===== config.mk =====
export PLATFORM = sky130hd
export DESIGN_NAME = pipe_hazard_seq
export DESIGN_NICKNAME = d
export VERILOG_FILES = /design/src/rtl/pipe_hazard_seq.sv
export SDC_FILE = /design/constraint.sdc
export NUM_CORES = 1
export LEC_CHECK = 0
export BUFFER_PORTS_ARGS = -buffer_cell sky130_fd_sc_hd__buf_2
export CORE_ASPECT_RATIO = 0.8
export CORE_MARGIN = 2
export CORE_UTILIZATION = 30
export DETAILED_ROUTE_END_ITERATION = 7
export GPL_ROUTABILITY_DRIVEN = 0
export PLACE_DENSITY = 0.58
export SETUP_SLACK_MARGIN = 0.4
export SLEW_MARGIN = 15
export SYNTH_ARGS = -nofsm -noshare
export SYNTH_HDL_FRONTEND = slang
export SYNTH_SLANG_ARGS = --single-unit

===== constraint.sdc =====
create_clock -name clk -period 2.8 [get_ports clk]
set_clock_uncertainty 0.2 [all_clocks]
set_input_delay 0.56 -clock clk [delete_from_list [all_inputs] [get_ports clk]]
set_output_delay 0.56 -clock clk [all_outputs]
set_load 0.01 [all_outputs]

===== src/rtl/pipe_hazard_seq.sv =====
// -----------------------------------------------------------------------------
// pipe_hazard_seq
//   Central sequencer for a five-stage pipeline. It drives the PC write enable
//   plus a write enable and a bubble-clear for each inter-stage register
//   (IF/ID, ID/EX, EX/MEM, MEM/WB). Each cycle it resolves, in priority order,
//   data-memory waits, EX-stage redirects, load-use hazards, and debug
//   halt/single-step.
//
//   Registered state: FSM, data-memory wait timeout counter and, optionally,
//   performance counters. All control outputs are combinational from state and
//   inputs.
//
// Parameters
//   TMO_W    width of the wait timeout counter
//   TMO_MAX  wait cycles before mem_tmo fires (1 .. 2^TMO_W-1)
//
// Ports
//   clk, rstn                 clock, asynchronous active-low reset
//   ex_is_load, ex_rd         EX instruction is a load / its destination
//   id_rs1, id_rs2            ID instruction source registers
//   id_use_rs1, id_use_rs2    ID instruction actually reads rs1 / rs2
//   ex_jump                   EX resolved a taken redirect
//   mem_req, dm_ready         MEM stage accesses memory / access completes
//   halt_req, step            debug halt (level) / single-step pulse
//   pc_wen, *_wen             write enables
//   *_clear                   load an all-zero bubble on the next edge
//   state_o                   current FSM state (RUN=0, MWAIT=1, HALT=2)
//   mem_tmo                   one-cycle pulse when a memory wait times out
//
// Optional feature (macro PIPE_HAZARD_PERF_EN)
//   Adds saturating 32-bit counters perf_stall, perf_flush and perf_wait.
// -----------------------------------------------------------------------------
module pipe_hazard_seq #(
  parameter int TMO_W   = 8,
  parameter int TMO_MAX = 200
) (
  input  logic        clk,
  input  logic        rstn,
  input  logic        ex_is_load,
  input  logic [4:0]  ex_rd,
  input  logic [4:0]  id_rs1,
  input  logic [4:0]  id_rs2,
  input  logic        id_use_rs1,
  input  logic        id_use_rs2,
  input  logic        ex_jump,
  input  logic        mem_req,
  input  logic        dm_ready,
  input  logic        halt_req,
  input  logic        step,
  output logic        pc_wen,
  output logic        if_id_wen,
  output logic        id_ex_wen,
  output logic        ex_mem_wen,
  output logic        mem_wb_wen,
  output logic        if_id_clear,
  output logic        id_ex_clear,
  output logic        ex_mem_clear,
  output logic        mem_wb_clear,
  output logic [1:0]  state_o,
`ifdef PIPE_HAZARD_PERF_EN
  output logic [31:0] perf_stall,
  output logic [31:0] perf_flush,
  output logic [31:0] perf_wait,
`endif
  output logic        mem_tmo
);

  typedef enum logic [1:0] {
    RUN   = 2'd0,
    MWAIT = 2'd1,
    HALT  = 2'd2
  } state_t;

  // Bit order of the packed control vectors: {pc, if_id, id_ex, ex_mem, mem_wb}
  // for enables and {if_id, id_ex, ex_mem, mem_wb} for clears.
  localparam logic [4:0] WEN_ALL   = 5'b11111;
  localparam logic [4:0] WEN_NONE  = 5'b00000;
  localparam logic [4:0] WEN_MEMST = 5'b00001;  // only MEM/WB moves (bubble)
  localparam logic [4:0] WEN_LU    = 5'b00111;  // PC and IF/ID hold
  localparam logic [3:0] CLR_NONE  = 4'b0000;
  localparam logic [3:0] CLR_ALL   = 4'b1111;
  localparam logic [3:0] CLR_JMP   = 4'b1100;
  localparam logic [3:0] CLR_LU    = 4'b0100;
  localparam logic [3:0] CLR_MEMST = 4'b0001;

  localparam logic [TMO_W-1:0] TMO_LIM = TMO_W'(TMO_MAX);

  state_t           state_q, state_d;
  logic [TMO_W-1:0] cnt_q, cnt_d;

  logic [4:0] wen;
  logic [3:0] clr;
  logic       tmo;
  logic       lu;
  logic       mem_stall;
  logic [4:0] adv_wen;
  logic [3:0] adv_clr;
  logic       use_adv;

  assign lu = ex_is_load && (ex_rd != 5'd0) &&
              ((id_use_rs1 && (id_rs1 == ex_rd)) ||
               (id_use_rs2 && (id_rs2 == ex_rd)));

  assign mem_stall = mem_req && !dm_ready;

  // Outputs when the pipeline is allowed to advance (redirect, bubble or
  // plain flow). A redirect wins over a load-use hazard because the hazarding
  // ID instruction is squashed anyway.
  always_comb begin
    // NOTE: every signal assigned in a combinational block gets a default
    // first, so no path leaves it unassigned and no latch is inferred.
    adv_wen = WEN_ALL;
    adv_clr = CLR_NONE;
    if (ex_jump) begin
      adv_clr = CLR_JMP;
    end else if (lu) begin
      adv_wen = WEN_LU;
      adv_clr = CLR_LU;
    end
  end

  always_comb begin
    state_d = state_q;
    cnt_d   = cnt_q;
    wen     = WEN_NONE;
    clr     = CLR_NONE;
    tmo     = 1'b0;
    use_adv = 1'b0;

    unique case (state_q)
      RUN: begin
        if (mem_stall) begin
          // EX/ID are frozen, so a pending jump or hazard is seen again later.
          wen     = WEN_MEMST;
          clr     = CLR_MEMST;
          state_d = MWAIT;
          cnt_d   = TMO_W'(1);
        end else begin
          use_adv = 1'b1;
          state_d = halt_req ? HALT : RUN;
          cnt_d   = '0;
        end
      end

      MWAIT: begin
        if (dm_ready) begin
          use_adv = 1'b1;
          state_d = halt_req ? HALT : RUN;
          cnt_d   = '0;
        end else if (cnt_q == TMO_LIM) begin
          // Give up on the access: advance as if it had completed.
          tmo     = 1'b1;
          use_adv = 1'b1;
          state_d = RUN;
          cnt_d   = '0;
        end else begin
          wen   = WEN_MEMST;
          clr   = CLR_MEMST;
          cnt_d = cnt_q + 1'b1;
        end
      end

      HALT: begin
        cnt_d   = '0;
        state_d = halt_req ? HALT : RUN;
        if (step) begin
          if (mem_stall) begin
            // Finish the access in MWAIT; its exit re-checks halt_req.
            wen     = WEN_MEMST;
            clr     = CLR_MEMST;
            state_d = MWAIT;
            cnt_d   = TMO_W'(1);
          end else begin
            use_adv = 1'b1;
          end
        end
      end

      default: begin
        // Illegal encoding: hold everything and recover to RUN.
        state_d = RUN;
        cnt_d   = '0;
      end
    endcase

    if (use_adv) begin
      wen = adv_wen;
      clr = adv_clr;
    end

    // Reset is visible on the outputs immediately, not at the next edge.
    if (!rstn) begin
      wen = WEN_NONE;
      clr = CLR_ALL;
      tmo = 1'b0;
    end
  end

  always_ff @(posedge clk or negedge rstn) begin
    if (!rstn) begin
      state_q <= RUN;
      cnt_q   <= '0;
    end else begin
      // NOTE: sequential state uses non-blocking assignments so every register
      // samples the pre-edge values regardless of statement order.
      state_q <= state_d;
      cnt_q   <= cnt_d;
    end
  end

  assign {pc_wen, if_id_wen, id_ex_wen, ex_mem_wen, mem_wb_wen} = wen;
  assign {if_id_clear, id_ex_clear, ex_mem_clear, mem_wb_clear} = clr;
  assign state_o = state_q;
  assign mem_tmo = tmo;

`ifdef PIPE_HAZARD_PERF_EN
  logic stall_evt, flush_evt, wait_evt;

  // Count only the events that actually reach the pipeline this cycle.
  assign flush_evt = rstn && use_adv && ex_jump;
  assign stall_evt = rstn && use_adv && !ex_jump && lu;
  assign wait_evt  = rstn && (state_q == MWAIT);

  always_ff @(posedge clk or negedge rstn) begin
    if (!rstn) begin
      perf_stall <= '0;
      perf_flush <= '0;
      perf_wait  <= '0;
    end else begin
      if (stall_evt && (perf_stall != 32'hFFFF_FFFF)) perf_stall <= perf_stall + 32'd1;
      if (flush_evt && (perf_flush != 32'hFFFF_FFFF)) perf_flush <= perf_flush + 32'd1;
      if (wait_evt  && (perf_wait  != 32'hFFFF_FFFF)) perf_wait  <= perf_wait  + 32'd1;
    end
  end
`endif

endmodule


Word-level counts from Yosys, hierarchy flattened --
Cells that the tools add are included. Widths: inputs -> output; s select.
Word-level totals: output and inout port bits 12, register bits after elaboration 10, input port bits 25
Operators by class: reduce and logical (&&, ||, !) cells 9, muxes and demuxes 37, add/subtract/negate cells 1, eq/ne operators 6
Operators with widths (number):
- $mux 5 | 5
- $mux 8 | 3
- $pmux 8 s3 | 1
- $mux 1 | 15
- $pmux 5 s3 | 1
- $mux 4 | 3
- $eq 5x5->1 | 2
- $mux 2 | 5
- $add 8x1->8 const B | 1
- $eq 8x8->1 const B | 1
- $pmux 1 s3 | 2
- $pmux 2 s3 | 1
- $logic_and 1x1->1 | 5
- $reduce_bool 5->1 | 1
- $mux 3 | 1
- $ne 3x3->1 const B | 1
- $eq 2x1->1 const B | 1
- $eq 2x2->1 const B | 1
- $logic_not 2->1 | 1
- $logic_not 1->1 | 1
- $logic_or 1x1->1 | 1

Logic depth before layout (Yosys ltp) --
word-level depth 8, gate-level depth with buffers 7

Worst setup path before layout --
OpenSTA, ideal clock, no wires.
path type input to output, start input port ex_rd[3], end output port pc_wen, stages 5, data required time 2.040 ns, data arrival time 1.640 ns, slack 0.400 ns, path through xor2_1 > nor4_1 > a32oi_1 > o311a_1 > buf_4
On the way: word-level cells in the longest chain between the ends 8, elaborated cells on any way between the ends 12
RTL lines:
- from (decl) | line 40 | input logic [4:0] ex_rd,
- $eq 5x5->1 (on tied branches) | line 101, 102
- $logic_and 1x1->1 (on tied branches) | line 101, 102
- $logic_or 1x1->1 | line 101 | ((id_use_rs1 && (id_rs1 == ex_rd)) ||
- $logic_and 1x1->1 (*) | line 100 | assign lu = ex_is_load && (ex_rd != 5'd0) &&
- $mux 5 (*) | line 116 | end else if (lu) begin
- $mux 5 (*) | line 114 | if (ex_jump) begin
- $mux 5 (*) | line 186 | if (use_adv) begin
- $mux 5 (*) | line 192 | if (!rstn) begin
- to (decl) | line 50 | output logic pc_wen,
Every way passes the cells marked *; elsewhere a longest branch is shown, timed or not.

Worst setup path in the final report --
start input port id_rs1[1], end output port if_id_wen
On the way: word-level cells in the longest chain between the ends 8
RTL lines:
- from (decl) | line 41 | input logic [4:0] id_rs1,
- $eq 5x5->1 | line 101
- $logic_and 1x1->1 | line 101
- $logic_or 1x1->1 | line 101
- $logic_and 1x1->1 | line 100
- $mux 5 | line 116
- $mux 5 | line 114
- $mux 5 | line 186
- $mux 5 | line 192
- to (decl) | line 51 | output logic if_id_wen,
Every way passes these cells.

==> flow_metrics.tcl <==
set metrics [dict create \
    grt_first_pass_wirelength_um 2900 \
    finalHoldWorstSlack_ps 103 \
    antenna_cells 0 \
    overflow 0 \
    drtAntennaViolNets 0 \
    initial_standard_cell_utilization_of_the_core_pct 31.0 \
    clkTransAtPathRegs_ps 60 \
    dp_cells 153 \
    hold_path_class "input port to asynchronous set/reset pin" \
    synthesized_area_per_cell_um2 9.28 \
    run_status "complete, no violations" \
    crit_path_max_fanout 2 \
    cts_root_buf "clkbuf_4" \
    port_buffers 36 \
    syn_area_um2 752 \
    clkSinkCount 10 \
    chipHeight_um 48.8 \
    floorplan.die_area_um2 2930 \
    postSynth.topFlopCell "dfrtp_1" \
    h-tree-depth 1 \
    synth_sequential_area_ratio_pct 33.3 \
    timing.critical_path.arrival_ps 1800 \
    main_combinational_cell_family_by_area_after_synthesis "simple AND/OR/NAND/NOR gates" \
    synth-edff-count 0 \
    postSynth.asyncResetShare_pct 100 \
    power_density_of_the_placed_cells_nw_per_um2 323 \
    worst-r2r-setup-slack_ps 1140 \
    ir_drop_mv 0.230 \
    number_of_antenna_violations_at_the_first_check_in_global_routing 0 \
    report.power.total_uw 357 \
    vias 738 \
    grt_pass1_vias 673 \
    yosysTopAreaCellShare_pct 33.3 \
    ff2ff_path_depth 7 \
    post_synth_mux_area_share_pct 0 \
    tritoncts "done" \
    fp-row-count 16 \
    post-route-min-period_ps 2560 \
    post_synth_inst_count 81 \
    worstSkewPairLatency_ps 260 \
    crit_chain "buf_6 -> xor2_1 -> nor4_1 -> a32oi_1 -> o311a_1 -> buf_2" \
    core_area_um2 2420 \
    drt_pass1_iterations 4 \
    crit_path_max_incr_delay_ps 360 \
    crit_path_end_kind "primary output" \
    yosys.area_share.simple_pct 28.5 \
    list_of_most_frequent_post_synthesis_cells "13 x xor2_1, 10 x dfrtp_1, 10 x nor2_1" \
    timing.setup.critical_path_class "input port to primary output" \
    drt_iter0_markers 31 \
    synth_seq_cells 10 \
    via_per_inst 4.53 \
    die_w_um 60.0 \
    yosysTopAreaCell "dfrtp_1" \
    rsz_0062_raised_after_global_routing "true" \
    maximum_number_of_pins_on_one_net_before_global_route_repair 10 \
    routed_wire_length_per_instance_um 10.9 \
    finalNetCount 156 \
    yosys.area_share.adder_pct 3.33 \
    yosys.area_share.xor_xnor_pct 18.6 \
    globalRouteTotalUtil_pct 13.1 \
    leakage_power_nw 0.573 \
    crit_required_ps 2040 \
    layout.cells.non_filler 163 \
    remaining_drc_errors 0 \
    post_synth_main_area_contributors "dfrtp_1 33%, xor2_1 15%, nor2_1 5.0%" \
    number_of_failing_setup_endpoints_in_the_final_timing_report 0 \
    report.final.slew_viol_count 0 \
    synth_compound_area_share_pct 11.8 \
    ios 37 \
    routed_wl_um 1780 \
    dp_hpwl_um 1410 \
    slew_headroom_pct 78.3 \
    syn2layout_area_growth_pct 46.9 \
    final.setup.tns_ps 0 \
    synth_fp_nets 108 \
    cp_slowest_cell "o311a_1" \
    period_share_pct 91.5 \
    finalInstanceArea_um2 1100 \
    clock_path_buffers 2 \
    worstSetupStartpointType "input port" \
    post_route_cells_drive_above_1_share_pct 44.9 \
    number_of_buffers_added_by_the_clock_tree_synthesis_step 3 \
    cap_viol_max_count 0 \
    yosysWarnings 0 \
    post_dp_cell_area_um2 977 \
    synth_cell_type_count 33 \
    hold_violation_total_from_the_final_report 0 \
    worst_pin_slew_ps 324 \
    max_freq_ghz 0.391 \
    post-synth-top-count-cell "xor2_1" \
]
-- critical path: cells and delay by family --
family / cells / cell delay [ps]
buffers and inverters: 2 / 230
AO/OA/AOI/OAI: 2 / 540
XOR/XNOR: 1 / 150
AND/OR/NAND/NOR: 1 / 320
-- flip-flops by register name, indices dropped and copies added, names as in the netlist --
signal and cells:
cnt_q 8, state_o 2
-- stage by stage --
stage	setup WS, ps	util, %
after floorplan	400	-
after global placement	254	40.3
after detailed placement	225	40.3
after CTS	252	44.2
after global routing	176	45.6
final	239	45.6
-- layer usage --
metal	vias up	share of wire [%]	GRT usage, %
met3	3	4.4	3.98
li1	372	-	-
met5	-	0	0
met1	343	44	17.1
met4	0	0.45	3.33
met2	20	51	21.0
-- timing repair --
action                                  in CTS  in global routing
buffers inserted                             5                  1
resized for setup                            7                  6
hold buffers                                 1                  0
cloned                                       0                  0
hold endpoints to repair                     5                  0
pin swaps                                    7                  6
endpoints found under the setup margin       8                  8
-- logic make-up after synthesis --
logic type,after synthesis
AOI/OAI and AO/OA,12
xor gates and xnor gates,16
adders and majority gates,2
buffers and inverters,7
DFF,10
and+or+nand+nor,34
-- worst paths after layout --
| check | start | end |
|---|---|---|
| setup reg to reg | cnt_q[0] | cnt_q[0] |
| hold / removal | rstn | cnt_q[2] |
| setup / recovery | id_rs1[1] | if_id_wen |
| min in group clk | halt_req | state_o[1] |
| max in group asynchronous | rstn | state_o[0] |
| hold reg to reg | cnt_q[4] | cnt_q[4] |
-- report_power, final --
part           switching [mW]  leakage, nW  internal [mW]  total, mW
clock                  0.0427       0.0138         0.0493     0.0920
combinational          0.0554        0.423         0.0582      0.114
sequential            0.00218        0.136          0.149      0.151
-- cell type report --
class | count | area (µm²)
Timing Repair Buffer | 45 | 282
Clock buffer | 3 | 22.5
Fill cell | 243 | 1320
Multi-Input combinational cell | 64 | 487
Sequential cell | 10 | 250
Inverter | 5 | 18.8
Tap cell | 36 | 45.0
-- layout by cell type, fill, tap and decap left out, drive strengths merged --
master / count
nand3: 6
a21boi: 1
or3: 1
nor2: 11
o311a: 1
clkbuf: 3
xnor2: 3
o31ai: 1
o21ai: 4
and3: 2
buf: 44
nand2: 2
o21a: 1
or4: 1
nand4b: 1
or2b: 1
dfrtp: 10
inv: 5
a21oi: 1
o311ai: 1
and2: 1
nor4: 3
a2bb2oi: 1
xor2: 13
nand2b: 2
nor3b: 1
ha: 2
dlygate4sd3: 1
nor2b: 1
or2: 1
a32oi: 1
Note: power is estimated with default switching activity, not from simulation.
